`src/rtl/line_mem_arbiter.sv`:
```
// Arbitrates icache and dcache line requests onto a single burst memory port.
// The dcache has fixed priority over the icache. Each line moves as BEATS beats of BEAT_W bits.
module line_mem_arbiter #(
    parameter int BEATS  = 4,
    parameter int BEAT_W = 64
) (
    input  logic                    clk,
    input  logic                    rst,
    input  logic                    i_read,
    input  logic [31:0]             i_addr,
    output logic [BEATS*BEAT_W-1:0] i_rdata,
    output logic                    i_resp,
    input  logic                    d_read,
    input  logic                    d_write,
    input  logic [31:0]             d_addr,
    input  logic [BEATS*BEAT_W-1:0] d_wdata,
    output logic [BEATS*BEAT_W-1:0] d_rdata,
    output logic                    d_resp,
    output logic                    pmem_read,
    output logic                    pmem_write,
    output logic [31:0]             pmem_address,
    output logic [BEAT_W-1:0]       pmem_wdata,
    input  logic [BEAT_W-1:0]       pmem_rdata,
    input  logic                    pmem_resp
);

    localparam int                LINE_W     = BEATS * BEAT_W;
    localparam int                CNT_W      = (BEATS > 1) ? $clog2(BEATS) : 1;
    localparam logic [CNT_W-1:0]  LAST_CNT   = CNT_W'(BEATS - 1);
    localparam logic [31:0]       ALIGN_MASK = ~32'(LINE_W / 8 - 1);

    typedef enum logic [2:0] {
        IDLE = 3'd0,
        I_RD = 3'd1,
        D_RD = 3'd2,
        D_WR = 3'd3,
        DONE = 3'd4
    } state_t;

    typedef enum logic {
        GRANT_I = 1'b0,
        GRANT_D = 1'b1
    } grant_t;

    state_t            state_r;
    grant_t            grant_r;
    logic [CNT_W-1:0]  cnt_r;
    logic [31:0]       addr_r;
    logic [LINE_W-1:0] line_r;
    logic              pmem_read_r;
    logic              pmem_write_r;
    logic [BEAT_W-1:0] pmem_wdata_r;
    logic              i_resp_r;
    logic              d_resp_r;

    state_t            win_state_s;
    logic [31:0]       win_addr_s;

    function automatic logic [31:0] line_align(input logic [31:0] addr);
        return addr & ALIGN_MASK;
    endfunction

    function automatic logic [BEAT_W-1:0] beat_of(input logic [LINE_W-1:0] line, input int idx);
        return line[idx*BEAT_W +: BEAT_W];
    endfunction

    // Fixed-priority pick among pending requests: write-back, then dcache read, then icache read.
    always_comb begin
        win_state_s = IDLE;
        win_addr_s  = 32'd0;
        if (d_write) begin
            win_state_s = D_WR;
            win_addr_s  = d_addr;
        end else if (d_read) begin
            win_state_s = D_RD;
            win_addr_s  = d_addr;
        end else if (i_read) begin
            win_state_s = I_RD;
            win_addr_s  = i_addr;
        end else begin
            win_state_s = IDLE;
            win_addr_s  = 32'd0;
        end
    end

    // Burst sequencer; every memory-side and response output is a register set here.
    always_ff @(posedge clk) begin
        if (!rst) begin
            state_r      <= IDLE;
            grant_r      <= GRANT_I;
            cnt_r        <= '0;
            addr_r       <= 32'd0;
            line_r       <= '0;
            pmem_read_r  <= 1'b0;
            pmem_write_r <= 1'b0;
            pmem_wdata_r <= '0;
            i_resp_r     <= 1'b0;
            d_resp_r     <= 1'b0;
        end else begin
            case (state_r)
                IDLE: begin
                    i_resp_r <= 1'b0;
                    d_resp_r <= 1'b0;
                    if (win_state_s != IDLE) begin
                        state_r      <= win_state_s;
                        addr_r       <= line_align(win_addr_s);
                        grant_r      <= (win_state_s == I_RD) ? GRANT_I : GRANT_D;
                        cnt_r        <= '0;
                        pmem_read_r  <= (win_state_s != D_WR);
                        pmem_write_r <= (win_state_s == D_WR);
                        pmem_wdata_r <= (win_state_s == D_WR) ? beat_of(d_wdata, 0) : '0;
                    end
                end
                I_RD, D_RD: begin
                    if (pmem_resp) begin
                        line_r[int'(cnt_r)*BEAT_W +: BEAT_W] <= pmem_rdata;
                        cnt_r <= cnt_r + CNT_W'(1);
                        if (cnt_r == LAST_CNT) begin
                            state_r     <= DONE;
                            pmem_read_r <= 1'b0;
                            i_resp_r    <= (grant_r == GRANT_I);
                            d_resp_r    <= (grant_r == GRANT_D);
                        end
                    end
                end
                D_WR: begin
                    if (pmem_resp) begin
                        cnt_r <= cnt_r + CNT_W'(1);
                        if (cnt_r == LAST_CNT) begin
                            state_r      <= DONE;
                            pmem_write_r <= 1'b0;
                            pmem_wdata_r <= '0;
                            d_resp_r     <= 1'b1;
                        end else begin
                            // present the next beat only once the current one is accepted
                            pmem_wdata_r <= beat_of(d_wdata, int'(cnt_r) + 1);
                        end
                    end
                end
                DONE: begin
                    // one bubble cycle lets the requester drop its request before IDLE looks again
                    state_r  <= IDLE;
                    i_resp_r <= 1'b0;
                    d_resp_r <= 1'b0;
                end
                default: begin
                    state_r      <= IDLE;
                    cnt_r        <= '0;
                    pmem_read_r  <= 1'b0;
                    pmem_write_r <= 1'b0;
                    pmem_wdata_r <= '0;
                    i_resp_r     <= 1'b0;
                    d_resp_r     <= 1'b0;
                end
            endcase
        end
    end

    assign pmem_read    = pmem_read_r;
    assign pmem_write   = pmem_write_r;
    assign pmem_address = addr_r;
    assign pmem_wdata   = pmem_wdata_r;
    assign i_resp       = i_resp_r;
    assign d_resp       = d_resp_r;
    assign i_rdata      = line_r;
    assign d_rdata      = line_r;

endmodule

```
`config.mk`:
```
export PLATFORM = sky130hd
export DESIGN_NAME = line_mem_arbiter
export DESIGN_NICKNAME = d
export VERILOG_FILES = /design/src/rtl/line_mem_arbiter.sv
export SDC_FILE = /design/constraint.sdc
export NUM_CORES = 1
export LEC_CHECK = 0
export ABC_AREA = 0
export CAP_MARGIN = 10
export CORE_AREA = 2 2 393 395
export DETAILED_ROUTE_END_ITERATION = 16
export DIE_AREA = 0 0 395 397
export HOLD_SLACK_MARGIN = 0.06
export PLACE_DENSITY = 0.39
export REMOVE_ABC_BUFFERS = 1
export SKIP_LAST_GASP = 1
export SLEW_MARGIN = 10
export SYNTH_ARGS = -nofsm -noshare
export SYNTH_HDL_FRONTEND = slang
export SYNTH_SLANG_ARGS = --single-unit
```
`constraint.sdc`:
```
create_clock -name clk -period 2.55 [get_ports clk]
set_input_delay 0.51 -clock clk [delete_from_list [all_inputs] [get_ports clk]]
set_output_delay 0.51 -clock clk [all_outputs]
set_load 0.01 [all_outputs]
```
[Word level (Yosys, flattened, before mapping)]
Index checks and enable logic that the tools add are counted.
Storage, ports and cells
  bits of input ports: 390
  logic and storage cells: 85
  register bits: 357
  output and inout bits: 612
Operators by class
  $add $sub $neg: 3
  bitwise gates (word level): 5
  shifts and indexed selects: 3
  muxes and demuxes: 34
  reductions and logical operators: 15
  equal/unequal tests: 15
Operators by type and width (count)
  bitwise mux 256 bit: 1
  two-way mux 64 bit: 4
  variable shift 64 x 33 -> 256 bit, first input constant: 1
  variable part select 256 x 10 -> 64 bit: 1
  variable part select 64 x 33 -> 256 bit: 1
  one-hot mux 64 bit (3 select lines): 1
  two-way mux 32 bit: 3
  negation 8 -> 33 bit: 1
  two-way mux 1 bit: 12
  two-way mux 3 bit: 4
  AND reduction 3 bit: 4
  AND reduction 4 bit: 3
  != test 2 bit, second input constant: 5
  equality test 3 x 2 -> 1 bit, second input constant: 3
  equality test 3 x 1 -> 1 bit, second input constant: 2
  two-way mux 2 bit: 3
  one-hot mux 1 bit (3 select lines): 2
  one-hot mux 2 bit (3 select lines): 1
  one-hot mux 3 bit (2 select lines): 1
  OR reduction 3 bit: 2
  NOT 1 bit: 5
  != test 2 x 1 -> 1 bit, second input constant: 2
  one-hot mux 1 bit (2 select lines): 2
  AND reduction 2 bit: 2
  8 further kinds: 9

[Logic depth before layout (Yosys ltp)]
  depth after elaboration: 7
  gate-level depth with buffers: 9
  gate-level depth less buffers: 5

[Least setup slack after synthesis]
Ideal clock, no wire load.
  path type: register to register
  start point: register cnt_r[1]
  end point: register line_r[163] (netlist: d_rdata[163])
  setup time: 0.070 ns
  period minus slack after synthesis: 2.323 ns
  setup slack: 0.227 ns
  cell stages (with the launch flop): 10
  arrival time: 2.253 ns
  path buffers: 4
  required time: 2.480 ns
  cells stage by stage: dfxtp_1 clkbuf_1 clkbuf_1 inv_1 ha_1 nor3b_1 clkbuf_2 clkbuf_1 nand3_1 a21boi_1
Between the ends
  word-level cells in the longest chain between the ends: 3
  elaborated cells on any way between the ends: 4
  classes of those cells: 1 x add/sub; 2 x shift; 1 x mux
Ends and longest elaborated chain
  from (decl): RTL line 47  | logic [CNT_W-1:0] cnt_r;
  from (signal assigned): RTL line 117  | cnt_r <= cnt_r + CNT_W'(1);
  from (signal assigned): RTL line 128  | cnt_r <= cnt_r + CNT_W'(1);
  negation 8 -> 33 bit *: RTL line 116  | line_r[int'(cnt_r)*BEAT_W +: BEAT_W] <= pmem_rdata;
  variable part select 64 x 33 -> 256 bit / variable shift 64 x 33 -> 256 bit (equally long branches): RTL line 116
  bitwise mux 256 bit *: RTL line 116
  to (signal, indexed assignment): RTL line 116
  to (decl): RTL line 49  | logic [LINE_W-1:0] line_r;
Every way passes the cells marked *; elsewhere a longest branch is shown, timed or not.
A chain may end at the register's enable or synchronous reset.

[Worst setup path after layout]
  start point: register line_r[243] (netlist: d_rdata[243])
  end point: output i_rdata[243]
RTL lines
  to (decl): RTL line 11  | output logic [BEATS*BEAT_W-1:0] i_rdata,
No word-level cell between the ends.

==> impl_metrics.csv <==
group,metric,value,unit
drt,via_per_inst,3.658,
logic_synthesis,syn_area,18110,µm²
placed_design,gp_congestion,0.8301,
power_and_ir_drop,seq_power_share,31.7,%
clocking,cts_buffers,47,
layout,final_common_cell,"clkdlybuf4s50_1",
worst_hold_path,hold_class,"primary input to flip-flop",
die,die_y,397,µm
critical_path,slowest_stage,"clkdlybuf4s50_1",
clocking,path_clk_slew,60,ps
critical_path,crit_path_cell_trace,"clkdlybuf4s50_1",
timing,fmaxAchievable,436.3,MHz
power_and_ir_drop,p_leak,0.009785,µW
drt,routed_wl,101.4,mm
timing,period_minus_slack,2292,ps
logic_synthesis,postSynthCellCount,2076,
critical_path,max_stage_delay,610,ps
clocking,worstSkewPairLatency,620,ps
timing,slew_violations,0,
critical_path,cpLargestDelayFamily,"buffers and inverters",
critical_path,critPathKind,"flip-flop to output port",
timing,hold_viol_final,0,
logic_synthesis,ys_top_cells_by_area,"dfxtp_1 (39%), buf_4 (12%), a21boi_1 (9.9%)",
timing,grt_setup_unrepaired,"false",
logic_synthesis,synthDistinctLibCells,45,
die,rows,144,
layout,stdcell_count,4841,
logic_synthesis,synth_xor_area_share,0.1520,%
logic_synthesis,synth_compound_area_share,21.60,%
clocking,root_buffer,"clkbuf_16",
die,design.die.area,156800,µm²
timing,tns,0,ps
power_and_ir_drop,combPwrFrac,37.3,%
power_and_ir_drop,ir_drop,0.4957,mV
run,maxCapViolations,0,
clocking,clock-sinks,357,
critical_path,cp.required,2040,ps
die,dieWidth,395,µm
drt,via_count,17707,
clocking,cts_setup_buffers,0,
timing,whs,257.3,ps
grt,grt_usage,12.23,%
grt,grt_max_degree,157,
placed_design,dp_hpwl,76.30,mm
die,initial_core_util,11.84,%
logic_synthesis,yosysSeqAreaShare,39.46,%
layout,final_cell_mix,"clkdlybuf4s50_1 (985), dfxtp_1 (354), nand3_1 (311)",
timing,setup_viol,0,
critical_path,worst-path-buf-inv,1,
layout,nNetsFinal,3142,
drt,drt-initial-drc-count,985,
clocking,cts_tree,"built",
clocking,h-tree-depth,2,
outcome,status,"complete, no violations",
grt,grt_pass1_vias,17917,
timing,post-route-period-util,89.89,%
grt,grt_pass1_wl,139.2,mm
placed_design,place_worst_setup_slack,87.21,ps
timing,fin_skew,31.67,ps
power_and_ir_drop,switching_share,36.00,%
power_and_ir_drop,clkPwrFrac,31.0,%
clocking,clockBufferDepth,3,
drt,firstDrtPassIters,5,
timing,max_slew.worst_pin.slew,829.5,ps
placed_design,io_buffers,986,
drt,ant_nets,0,
critical_path,crit_fanout,3,
drt,drc,0,
grt,antenna_found_initial,16,
timing,slew_headroom,44.70,%
logic_synthesis,avgSynthCellArea,8.723,µm²
power_and_ir_drop,p_per_area,725.6,nW/µm²
placed_design,dp.cells,4742,
power_and_ir_drop,p_switching,7931,µW
critical_path,setup.worst_path.start_class,"flip-flop",
logic_synthesis,synth.largest_area_cell,"dfxtp_1",
layout,syn_to_final_growth,67.66,%
die,core_area,153000,µm²
logic_synthesis,synth_fa_ha_area_share,0.3454,%
die,io_pins,1002,
critical_path,worstPathArrival,1780,ps
power_and_ir_drop,p_int,14100,µW
logic_synthesis,synth_top_family_by_area,"compound AO/OA/AOI/OAI gates",
grt,grt_overflow,0,
timing,fin_ws,257.9,ps
logic_synthesis,ys_seq_elements,357,
layout,final_layout_size_suffix_gt1_share,7.933,%
layout,final_util,19.85,%
drt,wl_per_cell,20.94,µm
critical_path,end_kind,"output port",
logic_synthesis,synth_warnings,0,
logic_synthesis,yosys.area_share.simple,18.68,%
logic_synthesis,yosysTopAreaCellShare,39.46,%
logic_synthesis,synth_mux_area_share,3.537,%
-- cells in the mapped netlist, drive strengths merged --
cell type,instances
nand2,294
o2bb2ai,64
and3b,1
nor2b,2
or2,1
nor3b,3
or3b,1
ha,5
xor2,1
o21ai,68
and2b,1
nor2,11
a211oi,1
o221a,1
o41ai,1
o21a,1
o22ai,2
a21oi,3
inv,3
o211a,27
a21boi,259
or3,1
o311ai,1
and3,5
nor3,5
mux2i,64
nand3b,64
clkbuf,103
dfxtp,357
nand3,315
a311oi,1
conb,1
nor4bb,1
a22oi,64
buf,344
-- state kept, by name, indices dropped and copies added, names as in the netlist --
name / cells
cnt_r: 2
d_rdata: 256
d_resp: 1
grant_r: 1
i_resp: 1
pmem_address: 27
pmem_read: 1
pmem_wdata: 64
pmem_write: 1
state_r: 3
-- timing repair --
action,in CTS,in global routing
resized for setup,1,0
hold buffers,0,0
setup endpoints to repair,2,0
-- cells by family after synthesis --
family	Yosys count
AO/OA/AOI/OAI	493
XOR/XNOR	1
adder cells (fa/ha/maj)	5
buffers and inverters	450
flip-flops	357
multiplexers	64
other	1
AND/OR/NAND/NOR	705
-- metal layers --
metal / vias up / wire, µm / track usage (%)
li1: 8357 / - / -
met1: 8627 / 43620 / 15.21
met2: 611 / 50430 / 21.43
met3: 104 / 5153 / 2.359
met4: 8 / 2113 / 3.224
met5: - / 61 / 0
-- through the flow --
stage | instance area (µm²) | power (µW)
after detailed placement | 28760 | 15520
after global routing | 30350 | 23250
after floorplan | 15200 | 10160
after global placement | 28760 | 15500
final | 30360 | 22030
after CTS | 30340 | 22590
-- area by class of cell --
class                   count  area, µm²
multi-input cells        1273       8149
clock inverters            18      187.7
clock buffers              70       1383
flip-flops and latches    357       7156
repair buffers           1065      10890
fillers                 16786     122600
diodes                     11      27.53
inverters                   3      11.26
well taps                2044       2557
-- path summary, 6_finish.rpt --
check                      start              to  slack, ps  cells after the start
setup reg to reg        cnt_r[0]    d_rdata[119]        280                      7
hold / removal               rst     d_rdata[96]        260                      2
hold reg to reg   pmem_wdata[22]  pmem_wdata[22]        460                      1
setup / recovery    d_rdata[243]    i_rdata[243]        260                      1
-- power groups by stage --
stage | Clock [µW] | Sequential (µW) | Combinational (µW)
2_1_floorplan | 0 | 7480 | 2680
3_3_place_gp | 0 | 7110 | 8390
3_5_place_dp | 0 | 7120 | 8400
4_1_cts | 7150 | 7010 | 8430
5_1_grt | 7350 | 7090 | 8810
6_report | 6830 | 6990 | 8210
Power figures use the tool's default switching activity.
